===== src/rtl/muldiv_sequencer_pkg.sv =====
// Shared encodings for the HI/LO multiply/divide sequencer.
package muldiv_sequencer_pkg;

  localparam int MD_WIDTH = 32;

  localparam logic [1:0] MD_MULT  = 2'b00;
  localparam logic [1:0] MD_MULTU = 2'b01;
  localparam logic [1:0] MD_DIV   = 2'b10;
  localparam logic [1:0] MD_DIVU  = 2'b11;

  localparam logic [1:0] S_IDLE = 2'd0;
  localparam logic [1:0] S_CALC = 2'd1;
  localparam logic [1:0] S_FIX  = 2'd2;

endpackage


===== src/rtl/muldiv_sequencer_md_step.sv =====
// One radix-2 iteration: shift-add multiply or restoring divide on a
// {upper, lower} accumulator holding unsigned magnitudes.
module md_step
  import muldiv_sequencer_pkg::*;
#(
  parameter int WIDTH = MD_WIDTH
) (
  input  logic [2*WIDTH-1:0] i_acc,
  input  logic [WIDTH-1:0]   i_operand,
  input  logic               i_div,
  output logic [2*WIDTH-1:0] o_acc,
  output logic               o_qbit
);

  logic [WIDTH:0] w_sum;
  logic [WIDTH:0] w_shift_rem;
  logic [WIDTH:0] w_trial;

  // Divide leaves bit 0 of o_acc clear; the caller merges o_qbit there.
  always_comb begin
    o_acc       = '0;
    o_qbit      = 1'b0;
    w_sum       = {1'b0, i_acc[2*WIDTH-1:WIDTH]} + (i_acc[0] ? {1'b0, i_operand} : '0);
    w_shift_rem = i_acc[2*WIDTH-1:WIDTH-1];
    w_trial     = w_shift_rem - {1'b0, i_operand};
    if (i_div) begin
      o_qbit = ~w_trial[WIDTH];
      o_acc  = {(o_qbit ? w_trial[WIDTH-1:0] : w_shift_rem[WIDTH-1:0]),
                i_acc[WIDTH-2:0], 1'b0};
    end else begin
      o_acc = {w_sum, i_acc[WIDTH-1:1]};
    end
  end

endmodule


===== src/rtl/muldiv_sequencer.sv =====
// HI/LO owner: runs MULT/MULTU/DIV/DIVU over WIDTH iterations plus a sign-fix
// cycle, and stalls the pipeline through o_busy while an operation is in flight.
module muldiv_sequencer
  import muldiv_sequencer_pkg::*;
#(
  parameter int WIDTH = MD_WIDTH
) (
  input  logic             i_clk,
  input  logic             i_reset,
  input  logic             i_start,
  input  logic [1:0]       i_op,
  input  logic [WIDTH-1:0] i_a,
  input  logic [WIDTH-1:0] i_b,
  input  logic             i_hi_write,
  input  logic             i_lo_write,
  input  logic [WIDTH-1:0] i_wdata,
  output logic             o_busy,
  output logic             o_done,
  output logic             o_div_zero,
  output logic [WIDTH-1:0] o_hi,
  output logic [WIDTH-1:0] o_lo,
  output logic [1:0]       o_state
);

  localparam int CNT_W = $clog2(WIDTH);

  logic [1:0]         r_state;
  logic [CNT_W-1:0]   r_count;
  logic [2*WIDTH-1:0] r_acc;
  logic [WIDTH-1:0]   r_opnd;
  logic               r_is_div;
  logic               r_neg_res;
  logic               r_neg_rem;
  logic [WIDTH-1:0]   r_hi;
  logic [WIDTH-1:0]   r_lo;
  logic               r_done;
  logic               r_div_zero;

  logic               w_op_div;
  logic               w_op_signed;
  logic [WIDTH-1:0]   w_abs_a;
  logic [WIDTH-1:0]   w_abs_b;
  logic [2*WIDTH-1:0] w_step_acc;
  logic               w_qbit;
  logic [2*WIDTH-1:0] w_prod_fix;
  logic [WIDTH-1:0]   w_quot_fix;
  logic [WIDTH-1:0]   w_rem_fix;

  assign w_op_div    = i_op[1];
  assign w_op_signed = ~i_op[0];

  // Negating 0x80000000 wraps to itself, which is the correct unsigned magnitude.
  always_comb begin
    w_abs_a = (w_op_signed && i_a[WIDTH-1]) ? -i_a : i_a;
    w_abs_b = (w_op_signed && i_b[WIDTH-1]) ? -i_b : i_b;
  end

  always_comb begin
    w_prod_fix = r_neg_res ? -r_acc : r_acc;
    w_quot_fix = r_neg_res ? -r_acc[WIDTH-1:0] : r_acc[WIDTH-1:0];
    w_rem_fix  = r_neg_rem ? -r_acc[2*WIDTH-1:WIDTH] : r_acc[2*WIDTH-1:WIDTH];
  end

  md_step #(.WIDTH(WIDTH)) u_step (
    .i_acc     (r_acc),
    .i_operand (r_opnd),
    .i_div     (r_is_div),
    .o_acc     (w_step_acc),
    .o_qbit    (w_qbit)
  );

  always_ff @(posedge i_clk) begin
    if (i_reset) begin
      r_state    <= S_IDLE;
      r_count    <= '0;
      r_acc      <= '0;
      r_opnd     <= '0;
      r_is_div   <= 1'b0;
      r_neg_res  <= 1'b0;
      r_neg_rem  <= 1'b0;
      r_hi       <= '0;
      r_lo       <= '0;
      r_done     <= 1'b0;
      r_div_zero <= 1'b0;
    end else begin
      r_done     <= 1'b0;
      r_div_zero <= 1'b0;
      case (r_state)
        S_IDLE: begin
          if (i_hi_write) r_hi <= i_wdata;
          if (i_lo_write) r_lo <= i_wdata;
          if (i_start) begin
            if (w_op_div && (i_b == '0)) begin
              r_done     <= 1'b1;
              r_div_zero <= 1'b1;
            end else begin
              r_state   <= S_CALC;
              r_count   <= '0;
              r_acc     <= {{WIDTH{1'b0}}, w_abs_a};
              r_opnd    <= w_abs_b;
              r_is_div  <= w_op_div;
              r_neg_res <= w_op_signed & (i_a[WIDTH-1] ^ i_b[WIDTH-1]);
              r_neg_rem <= w_op_signed & i_a[WIDTH-1];
            end
          end
        end
        S_CALC: begin
          r_acc <= w_step_acc | {{(2*WIDTH-1){1'b0}}, w_qbit};
          if (r_count == CNT_W'(WIDTH - 1)) begin
            r_count <= '0;
            r_state <= S_FIX;
          end else begin
            r_count <= r_count + 1'b1;
          end
        end
        S_FIX: begin
          if (r_is_div) begin
            r_hi <= w_rem_fix;
            r_lo <= w_quot_fix;
          end else begin
            r_hi <= w_prod_fix[2*WIDTH-1:WIDTH];
            r_lo <= w_prod_fix[WIDTH-1:0];
          end
          r_done  <= 1'b1;
          r_state <= S_IDLE;
        end
        default: r_state <= S_IDLE;
      endcase
    end
  end

  assign o_busy     = (r_state != S_IDLE);
  assign o_done     = r_done;
  assign o_div_zero = r_div_zero;
  assign o_hi       = r_hi;
  assign o_lo       = r_lo;
  assign o_state    = r_state;

endmodule

===== config.mk =====
export PLATFORM = sky130hd
export DESIGN_NAME = muldiv_sequencer
export DESIGN_NICKNAME = d
export VERILOG_FILES = /design/src/rtl/muldiv_sequencer_pkg.sv /design/src/rtl/muldiv_sequencer_md_step.sv /design/src/rtl/muldiv_sequencer.sv
export SDC_FILE = /design/constraint.sdc
export NUM_CORES = 1
export LEC_CHECK = 0
export CAP_MARGIN = 15
export CORE_AREA = 8 8 212 163
export CTS_BUF_LIST = sky130_fd_sc_hd__clkbuf_4
export DETAILED_ROUTE_END_ITERATION = 8
export DIE_AREA = 0 0 220 171
export PLACE_DENSITY_LB_ADDON = 0.1
export SKIP_LAST_GASP = 1
export SYNTH_ARGS = -nofsm -noshare
export SYNTH_HDL_FRONTEND = slang
export SYNTH_SLANG_ARGS = --single-unit

===== constraint.sdc =====
create_clock -name i_clk -period 7.84 [get_ports i_clk]
set_clock_uncertainty 0.1 [all_clocks]
set_input_delay 1.96 -clock i_clk [delete_from_list [all_inputs] [get_ports i_clk]]
set_output_delay 1.96 -clock i_clk [all_outputs]
set_load 0.02 [all_outputs]

Word-level counts from Yosys, hierarchy flattened:

Cells that the tools add are included.
Widths: inputs -> output; s select.

* bits in writable memories: 0
* word-level logic and storage cells: 78
* memory bits (read-only): 0
* memories: 0
* bits of input ports: 103
* output and inout bits: 69
* latch bits: 0
* register bits after elaboration: 172

* reductions and logical operators: 14
* shift operators: 0
* multipliers: 0
* divide/modulo/power cells: 0
* bitwise operators: 8
* add/sub/neg operators: 8
* order comparisons: 0
* equal/unequal tests: 8
* muxes and demuxes: 29

Operators with widths (count)
* $mux 32: 10
* $mux 64: 4
* $neg 32->32: 4
* $pmux 32 s2: 2
* $pmux 64 s2: 1
* $neg 64->64: 1
* $or 64x1->64: 1
* $add 32x33->33: 1
* $sub 33x32->33: 1
* $logic_not 32->1: 1
* $mux 5: 3
* $ne 2x2->1 const B: 5
* $pmux 5 s2: 1
* $reduce_and 3->1: 3
* $mux 2: 3
* $reduce_bool 2->1: 3
* $add 5x1->5 const B: 1
* $eq 5x5->1 const B: 1
* $not 1->1: 4
* $pmux 2 s2: 1
* $reduce_and 2->1: 2
* $logic_and 1x1->1: 3
* $mux 1: 3
* $and 1x1->1: 2
* 6 further kinds: 6

Depth between registers and ports, before layout:

Gate-level depths: netlist of run 1.

* depth in word-level cells: 6
* depth in mapped cells: 15
* mapped depth without buffers: 14

Cells and area by module:

From an unflattened synthesis of run 1, not the netlist that was laid out.

* cells, all modules: 1972
* area total of the unflattened synthesis: 14976.9 um^2

By module, submodules not included
* muldiv_sequencer: sequential area each 3443.3 um^2, times used 1, cells each 1289, area an instance 10328.7 um^2
* md_step: sequential area each 0.0 um^2, times used 1, cells each 683, area an instance 4648.2 um^2

Worst setup path before layout of run 1:

No wires, ideal clock.

* path kind: input -> register
* from: input port i_b[26]
* to: register r_acc[27]
* setup time: 0.128 ns
* stages on the path: 11
* path slack: 3.510 ns
* required time: 7.612 ns
* data arrival time: 4.102 ns
* buffers on the path: 2
* path through: or3_1 or4_1 or4b_1 o21ai_2 nand2_1 nand2_1 buf_6 buf_4 a211oi_1 a21oi_1 nor2_1

* cells in the longest elaborated chain, start to end: 4

RTL lines
* from (decl): line muldiv_sequencer.sv:13 `input logic [WIDTH-1:0] i_b,`
* $logic_not 32->1: line muldiv_sequencer.sv:93 `if (w_op_div && (i_b == '0)) begin`
* $logic_and 1x1->1: line muldiv_sequencer.sv:93
* $ne 2x2->1 (no line)
* $reduce_and 3->1 (no line)
* to (signal assigned): line muldiv_sequencer.sv:99 `r_acc <= {{WIDTH{1'b0}}, w_abs_a};`
* to (signal assigned): line muldiv_sequencer.sv:108 `r_acc <= w_step_acc | {{(2*WIDTH-1){1'b0}}, w_qbit};`
* to (decl): line muldiv_sequencer.sv:29 `logic [2*WIDTH-1:0] r_acc;`

No other way between the ends.
A chain may end at the register's enable or synchronous reset.

Final worst setup path of run 1:

* from: input port i_b[2]
* to: register r_opnd[24]

* cells in the longest elaborated chain, start to end: 4
* elaborated cells between the ends (all ways): 6
* those cells by class: add/sub (1); mux (1); bitwise (1); reduce/logical (3)

RTL lines
* branches (longest 4 deep; another with $neg 32->32)
* to (signal assigned): line muldiv_sequencer.sv:100 `r_opnd <= w_abs_b;`
* to (decl): line muldiv_sequencer.sv:30 `logic [WIDTH-1:0] r_opnd;`

Several ways; the timed one is not identified.

==> impl_metrics.tcl, run 1 <==
set metrics [dict create \
    period_share 0.6445 \
    drt_wl_total_um 48830 \
    synth_top_area_frac 0.2488 \
    synth_top_area_cell "dfxtp_1" \
    power_leakage_nw 6.078 \
    routedWlPerCell_um 20.73 \
    use_met2 0.3353 \
    synth-simple-area-share 0.2060 \
    yosysWarnings 0 \
    grtUsageMet1 0.3986 \
    numCtsBuffers 17 \
    tightest_slew_ns 1.089 \
    cts_sinks 172 \
    drt_first_iter_violations 1458 \
    post_cts_buffers 0 \
    synth_edf_count 0 \
    avgSynthCellArea_um2 7.488 \
    h-tree-depth 4 \
    layout.nets 2111 \
    ys_types 83 \
    clk_pin_slew_ns 0.15 \
    grt_pass1_wl_um 73950 \
    synth.most_common_cell "nor2_1" \
    drv_cap 0 \
    hold_buffers 0 \
    num_vias 14120 \
    fillCellCount 3187 \
    status "finished clean" \
    overflow 0 \
    synthAdderAreaFrac 0.06619 \
    cp.arrival_ns 5.46 \
    pin_count 172 \
    ys_seq_area_frac 0.2488 \
    grt_pass1_vias 12570 \
    path_buf_inv 1 \
    worstPathCellList "clkdlybuf4s50_1, nor4_1, nand2_1, nor4_1, nand3_1, o21ai_2, or2_2, nor2_1, a211oi_1" \
    synth_seq_cells 172 \
    worst_path_largest_cell_delay_ns 0.79 \
    synth_top_family_by_area "compound AO/OA/AOI/OAI gates" \
    min_period_ns 5.053 \
    final_antenna_net_count 0 \
    crit_path_start_kind "primary input" \
    endpoint_kind "register" \
    ys_top_cells_by_count "273 x nor2_1, 172 x dfxtp_1, 163 x a21oi_1" \
    setup_viol 0 \
    rsz0062_at_grt "false" \
    core_area_mm2 0.03097 \
    drt-vias-per-instance 5.992 \
    report.final.slew_viol_count 0 \
    dpl-instance-area_mm2 0.01568 \
    cp.required_ns 8.25 \
    synth_xor_area_frac 0.1100 \
    port_buffers 171 \
    rows 56 \
    timing_hold_violations_final 0 \
    stdcell_count 2356 \
    power_density_mw_per_mm2 149.4 \
    dieWidth_um 220 \
    ir_drop_mv 0.08851 \
    cts_buffer_depth 2 \
    gp_congestion 0.9298 \
    crit_family "simple AND/OR/NAND/NOR gates" \
    ys_top_cells_by_area "dfxtp_1 25%, nor2_1 7.4%, ha_1 6.3%, xnor2_1 6.2%, a21oi_1 5.9%" \
    criticalPathCategory "in -> reg" \
    cts_tree "built" \
    stdcell_area_mm2 0.01604 \
    syn_inst 1848 \
    grt_use_total 0.2494 \
    dp.cells 2322 \
    crit_path_top_delay_cell "or2_2" \
    cp_common_cell "nor4_1" \
    synth_mux_area_frac 0.03942 \
    min-delay-path-class "reg -> reg" \
    synth_top_flop_cell "dfxtp_1" \
    firstDrtPassIters 6 \
    clk_latency_ns 0.62 \
    async_flop_share 0 \
    cp_max_fo 58 \
    setup_ws_ns 2.787 \
    syn_nets 2023 \
    die_h_um 171 \
    drc 0 \
    fin_tns_setup_ns 0 \
    place_ws_ns 1.983 \
    drive_gt1_frac 0.04669 \
    synth_compound_area_frac 0.2736 \
    antenna_found_initial 1 \
    areaGrowthSynthToFinish_pct 15.92 \
    dp_hpwl_um 37870 \
    cts-resized-gates 0 \
    top_usage_layer "met1" \
    fmax_mhz 197.9 \
    use_met3 0.04517 \
    die_area_mm2 0.03762 \
    grt_max_degree 80 \
    initial_core_util 0.4468 \
    slew_headroom 0.2722 \
    cts_root_buf "clkbuf_4" \
    syn_area_mm2 0.01384 \
]
## path summary, 6_finish.rpt
| kind | startpoint | to | slack (ns) | depth (start not counted) |
|---|---|---|---|---|
| max | i_b[2] | r_opnd[24]$_SDFFE_PP0P_ | 2.79 | 9 |
| min | r_opnd[31]$_SDFFE_PP0P_ | r_opnd[31]$_SDFFE_PP0P_ | 0.37 | 2 |
| max reg2reg | r_acc[32]$_SDFFE_PP0P_ | r_acc[59]$_SDFFE_PP0P_ | 3.05 | 13 |
| min reg2reg | r_opnd[31]$_SDFFE_PP0P_ | r_opnd[31]$_SDFFE_PP0P_ | 0.37 | 2 |
## metal layers
| layer | part of all wire | wire [um] | vias to the layer above |
|---|---|---|---|
| li1 | - | - | 6855 |
| met1 | 0.51 | 25040 | 6638 |
| met2 | 0.39 | 18860 | 586 |
| met3 | 0.090 | 4390 | 37 |
| met4 | 0.011 | 543 | 0 |
| met5 | 0 | 0 | - |
## layout by cell type (no fill, tap or decap), types with 11 or more instances in the layout
master / count
nor2_1: 271
dfxtp_1: 171
clkdlybuf4s50_1: 170
a21oi_1: 163
nand2_1: 143
o21ai_0: 103
xnor2_1: 98
a211oi_1: 98
xor2_1: 74
ha_1: 70
inv_1: 58
mux2i_1: 50
nor3_1: 49
a22oi_1: 22
a21o_1: 21
o31ai_1: 20
o41ai_1: 20
nor2b_1: 19
nand3_1: 19
clkbuf_4: 18
and2_1: 17
buf_4: 17
nor4_1: 16
a311oi_1: 16
nand2b_1: 15
or3_1: 12
and3_1: 11
o21ai_1: 11
a31oi_1: 11
## report_power, final
part | total [mW] | switching (mW) | internal [mW]
sequential | 1.00 | 0.0719 | 0.932
combinational | 0.772 | 0.456 | 0.316
clock | 0.620 | 0.357 | 0.264
## state kept, by name, indices dropped and copies added (netlist names)
| signal | cells |
|---|---|
| r_acc | 64 |
| o_state | 2 |
| r_count | 5 |
| o_div_zero | 1 |
| r_neg_res | 1 |
| r_neg_rem | 1 |
| o_hi | 32 |
| o_done | 1 |
| o_lo | 32 |
| r_is_div | 1 |
| r_opnd | 32 |
## logic make-up (layout without fill, tap and decap cells)
kind of cell / after synthesis / after routing
DFF: 172 / 172
muxes: 54 / 54
other: 0 / 1
buffers and inverters: 179 / 280
xor gates and xnor gates: 173 / 173
and+or+nand+nor: 621 / 621
adders and majority gates: 72 / 72
AOI/OAI and AO/OA: 577 / 577
## per-stage QoR
step | total power, mW | util | hold slack, ns
after global routing | 2.518 | 0.5179 | 0.3949
after detailed placement | 1.780 | 0.5062 | 0.3446
after global placement | 1.772 | 0.5062 | 0.3352
after CTS | 2.397 | 0.5172 | 0.3733
final | 2.397 | 0.5179 | 0.3691
after floorplan | 1.511 | - | 0.3319
## cell type report
| cell class | count | area (um^2) | area share |
|---|---|---|---|
| multi-input combinational | 1497 | 9671 | 0.6029 |
| tap | 406 | 508.0 | 0.03167 |
| sequential | 172 | 3445 | 0.2147 |
| antenna | 1 | 2.502 | 0.0001560 |
| timing repair buffer | 188 | 1849 | 0.1153 |
| clock buffer | 18 | 135.1 | 0.008424 |
| inverter | 60 | 225.2 | 0.01404 |
| clock inverter | 14 | 205.2 | 0.01279 |
## worst register-to-register path, cell delays in order (launching register included)
cell and delay [ns]:
dfxtp_1 0.51, inv_1 0.22, fa_1 0.49, nor2b_1 0.22
o31ai_2 0.10, a31oi_1 0.24, o21ai_0 0.35, a211oi_2 0.41
o211ai_2 0.15, nand2_2 0.19, xor2_4 0.60, buf_4 0.43
mux2_2 0.39, a221o_1 0.31
Power figures use the tool's default switching activity.
==> run 2: changes to the inputs <==
==> constraint.sdc (replaced) <==
create_clock -name i_clk -period 4.88 [get_ports i_clk]
set_clock_uncertainty 0.1 [all_clocks]
set_input_delay 1.22 -clock i_clk [delete_from_list [all_inputs] [get_ports i_clk]]
set_output_delay 1.22 -clock i_clk [all_outputs]
set_load 0.02 [all_outputs]
==> run 2 against run 1 <==
  * Combinational power is 63% higher
  * First-iteration DRC count rose by 2.7%
  * Total power is 57% higher
  * Non-clock buffer count is 21 higher
==> impl_metrics.tcl, run 2 (same netlist as run 1, synthesis figures left out) <==
set metrics [dict create \
    status "finished clean" \
    path_buf_inv 2 \
    clk_latency_ns 0.61 \
    port_buffers 171 \
    wl_met2_um 19180 \
    dr.max_layer_used "met4" \
    pin_count 172 \
    cp.required_ns 5.31 \
    rsz0062_at_grt "false" \
    gp_congestion 0.9306 \
    p_comb_frac 0.335 \
    worst_path_largest_cell_delay_ns 0.46 \
    top_register "r_acc" \
    grt_pass1_vias 12660 \
    grt_pass1_wl_um 75220 \
    min-delay-path-class "reg -> reg" \
    timing_hold_violations_final 0 \
    fmax_mhz 231.6 \
    grt_use_total 0.2535 \
    cts-resized-gates 0 \
    power_density_mw_per_mm2 232.9 \
    period_share 0.8848 \
    drive_gt1_frac 0.05584 \
    drv_cap 0 \
    clk_pin_slew_ns 0.16 \
    place_ws_ns 0.4477 \
    power_leakage_nw 6.174 \
    drt_wl_total_um 49290 \
    areaGrowthSynthToFinish_pct 16.85 \
    drt-vias-per-instance 5.936 \
    min_period_ns 4.318 \
    tightest_slew_ns 1.169 \
    cts_buffer_depth 2 \
    cts_sinks 172 \
    firstDrtPassIters 6 \
    layout_common_cells "271 x nor2_1, 171 x dfxtp_1, 170 x clkdlybuf4s50_1, 163 x a21oi_1, 143 x nand2_1" \
    die_h_um 171 \
    ir_drop_mv 0.1252 \
    numCtsBuffers 17 \
    num_vias 14110 \
    crit_family "compound AO/OA/AOI/OAI gates" \
    antenna_found_initial 1 \
    h-tree-depth 4 \
    worstPathCellList "inv_1, ha_1, fa_1, nor2b_1, o31ai_2, a31oi_1, o21ai_0, a211oi_2, o211ai_2, nand2_2, xor2_4, buf_4, mux2_2, o221ai_1" \
    crit_path_start_kind "register" \
    wl_met1_um 25050 \
    post_cts_buffers 0 \
    p_clk_frac 0.236 \
    die_area_mm2 0.03762 \
    wl_met3_um 4469 \
    overflow 0 \
    drt_first_iter_violations 1497 \
    cts_root_buf "clkbuf_4" \
    final_antenna_net_count 0 \
    core_area_mm2 0.03097 \
    largest_reg_flops 64 \
    drc 0 \
    p_seq_frac 0.429 \
    rows 56 \
    dp_hpwl_um 38810 \
    dieWidth_um 220 \
    endpoint_kind "register" \
    p_int_mw 2.330 \
    routedWlPerCell_um 20.74 \
    switching_share 0.3814 \
    initial_core_util 0.4468 \
    slew_headroom 0.2186 \
    p_switching_mw 1.436 \
    report.final.slew_viol_count 0 \
    setup_ws_ns 0.5624 \
    cts_tree "built" \
    layout.nets 2132 \
    setup_viol 0 \
    final_common_cell "nor2_1" \
    criticalPathCategory "reg -> reg" \
    grt_max_degree 70 \
    fin_tns_setup_ns 0 \
    cp.arrival_ns 4.74 \
    crit_path_top_delay_cell "a211oi_2" \
    hold_buffers 0 \
    cp_max_fo 22 \
]
[run 2: changes by cell type in the layout (fill, tap and decap cells not counted), sizes merged]
cell / delta
clkinvlp: -1
bufinv: -2
buf: +21
clkinv: +3
clkbuf: -1
inv: +1
[run 2: final timing paths]
path,start,endpoint,slack (ns),cells past startpoint
setup reg to reg,r_acc[31]$_SDFFE_PP0P_,r_acc[32]$_SDFFE_PP0P_,0.56,14
hold / removal,r_opnd[31]$_SDFFE_PP0P_,r_opnd[31]$_SDFFE_PP0P_,0.36,2
hold reg to reg,r_opnd[31]$_SDFFE_PP0P_,r_opnd[31]$_SDFFE_PP0P_,0.36,2
setup / recovery,r_acc[31]$_SDFFE_PP0P_,r_acc[32]$_SDFFE_PP0P_,0.56,14
[run 2: power by group through the flow]
stage	clock (mW)	combinational, mW	sequential [mW]
2_1_floorplan	0	0.805	1.62
4_1_cts	0.904	1.25	1.61
3_3_place_gp	0	1.23	1.64
5_1_grt	0.959	1.37	1.63
3_5_place_dp	0	1.24	1.64
6_report	0.887	1.26	1.62
[run 2: metrics by stage]
step	utilization	std cells	power, mW	cell area [um^2]	hold slack, ns
2_1_floorplan	-	1848	2.428	13840	0.3319
3_3_place_gp	0.5128	2344	2.870	15880	0.3388
3_5_place_dp	0.5128	2344	2.885	15880	0.3468
4_1_cts	0.5220	2376	3.762	16170	0.3645
5_1_grt	0.5221	2377	3.956	16170	0.3970
6_report	0.5221	2377	3.766	16170	0.3604
[run 2: cell type report]
type	count	area [um^2]
timing repair buffer	209	2032
tap	406	508.0
antenna	1	2.502
clock inverter	15	157.7
sequential	172	3445
multi-input combinational	1497	9671
inverter	60	225.2
fill	3074	14800
clock buffer	17	127.6
[run 2: tightest hold or removal path, cell delays in order, from the launching register on]
cell and delay, ns:
dfxtp_1 0.34, nand2_1 0.05, a21oi_1 0.05
[run 2: routing by layer]
| layer | up-vias | track usage |
|---|---|---|
| li1 | 6888 | - |
| met5 | - | 0 |
| met1 | 6652 | 0.3970 |
| met3 | 36 | 0.05858 |
| met4 | 0 | 0.05063 |
| met2 | 534 | 0.3407 |
==> run 3: changes to the inputs <==
--- a/config.mk
+++ b/config.mk
@@ -10,6 +10,7 @@
 export CTS_BUF_LIST = sky130_fd_sc_hd__clkbuf_4
 export DETAILED_ROUTE_END_ITERATION = 8
 export DIE_AREA = 0 0 220 171
+export HOLD_SLACK_MARGIN = 0.08
 export PLACE_DENSITY_LB_ADDON = 0.1
 export SKIP_LAST_GASP = 1
 export SYNTH_ARGS = -nofsm -noshare
==> results of run 3 <==
Same layout as run 2: the final DEF is identical, and so are final timing and power.
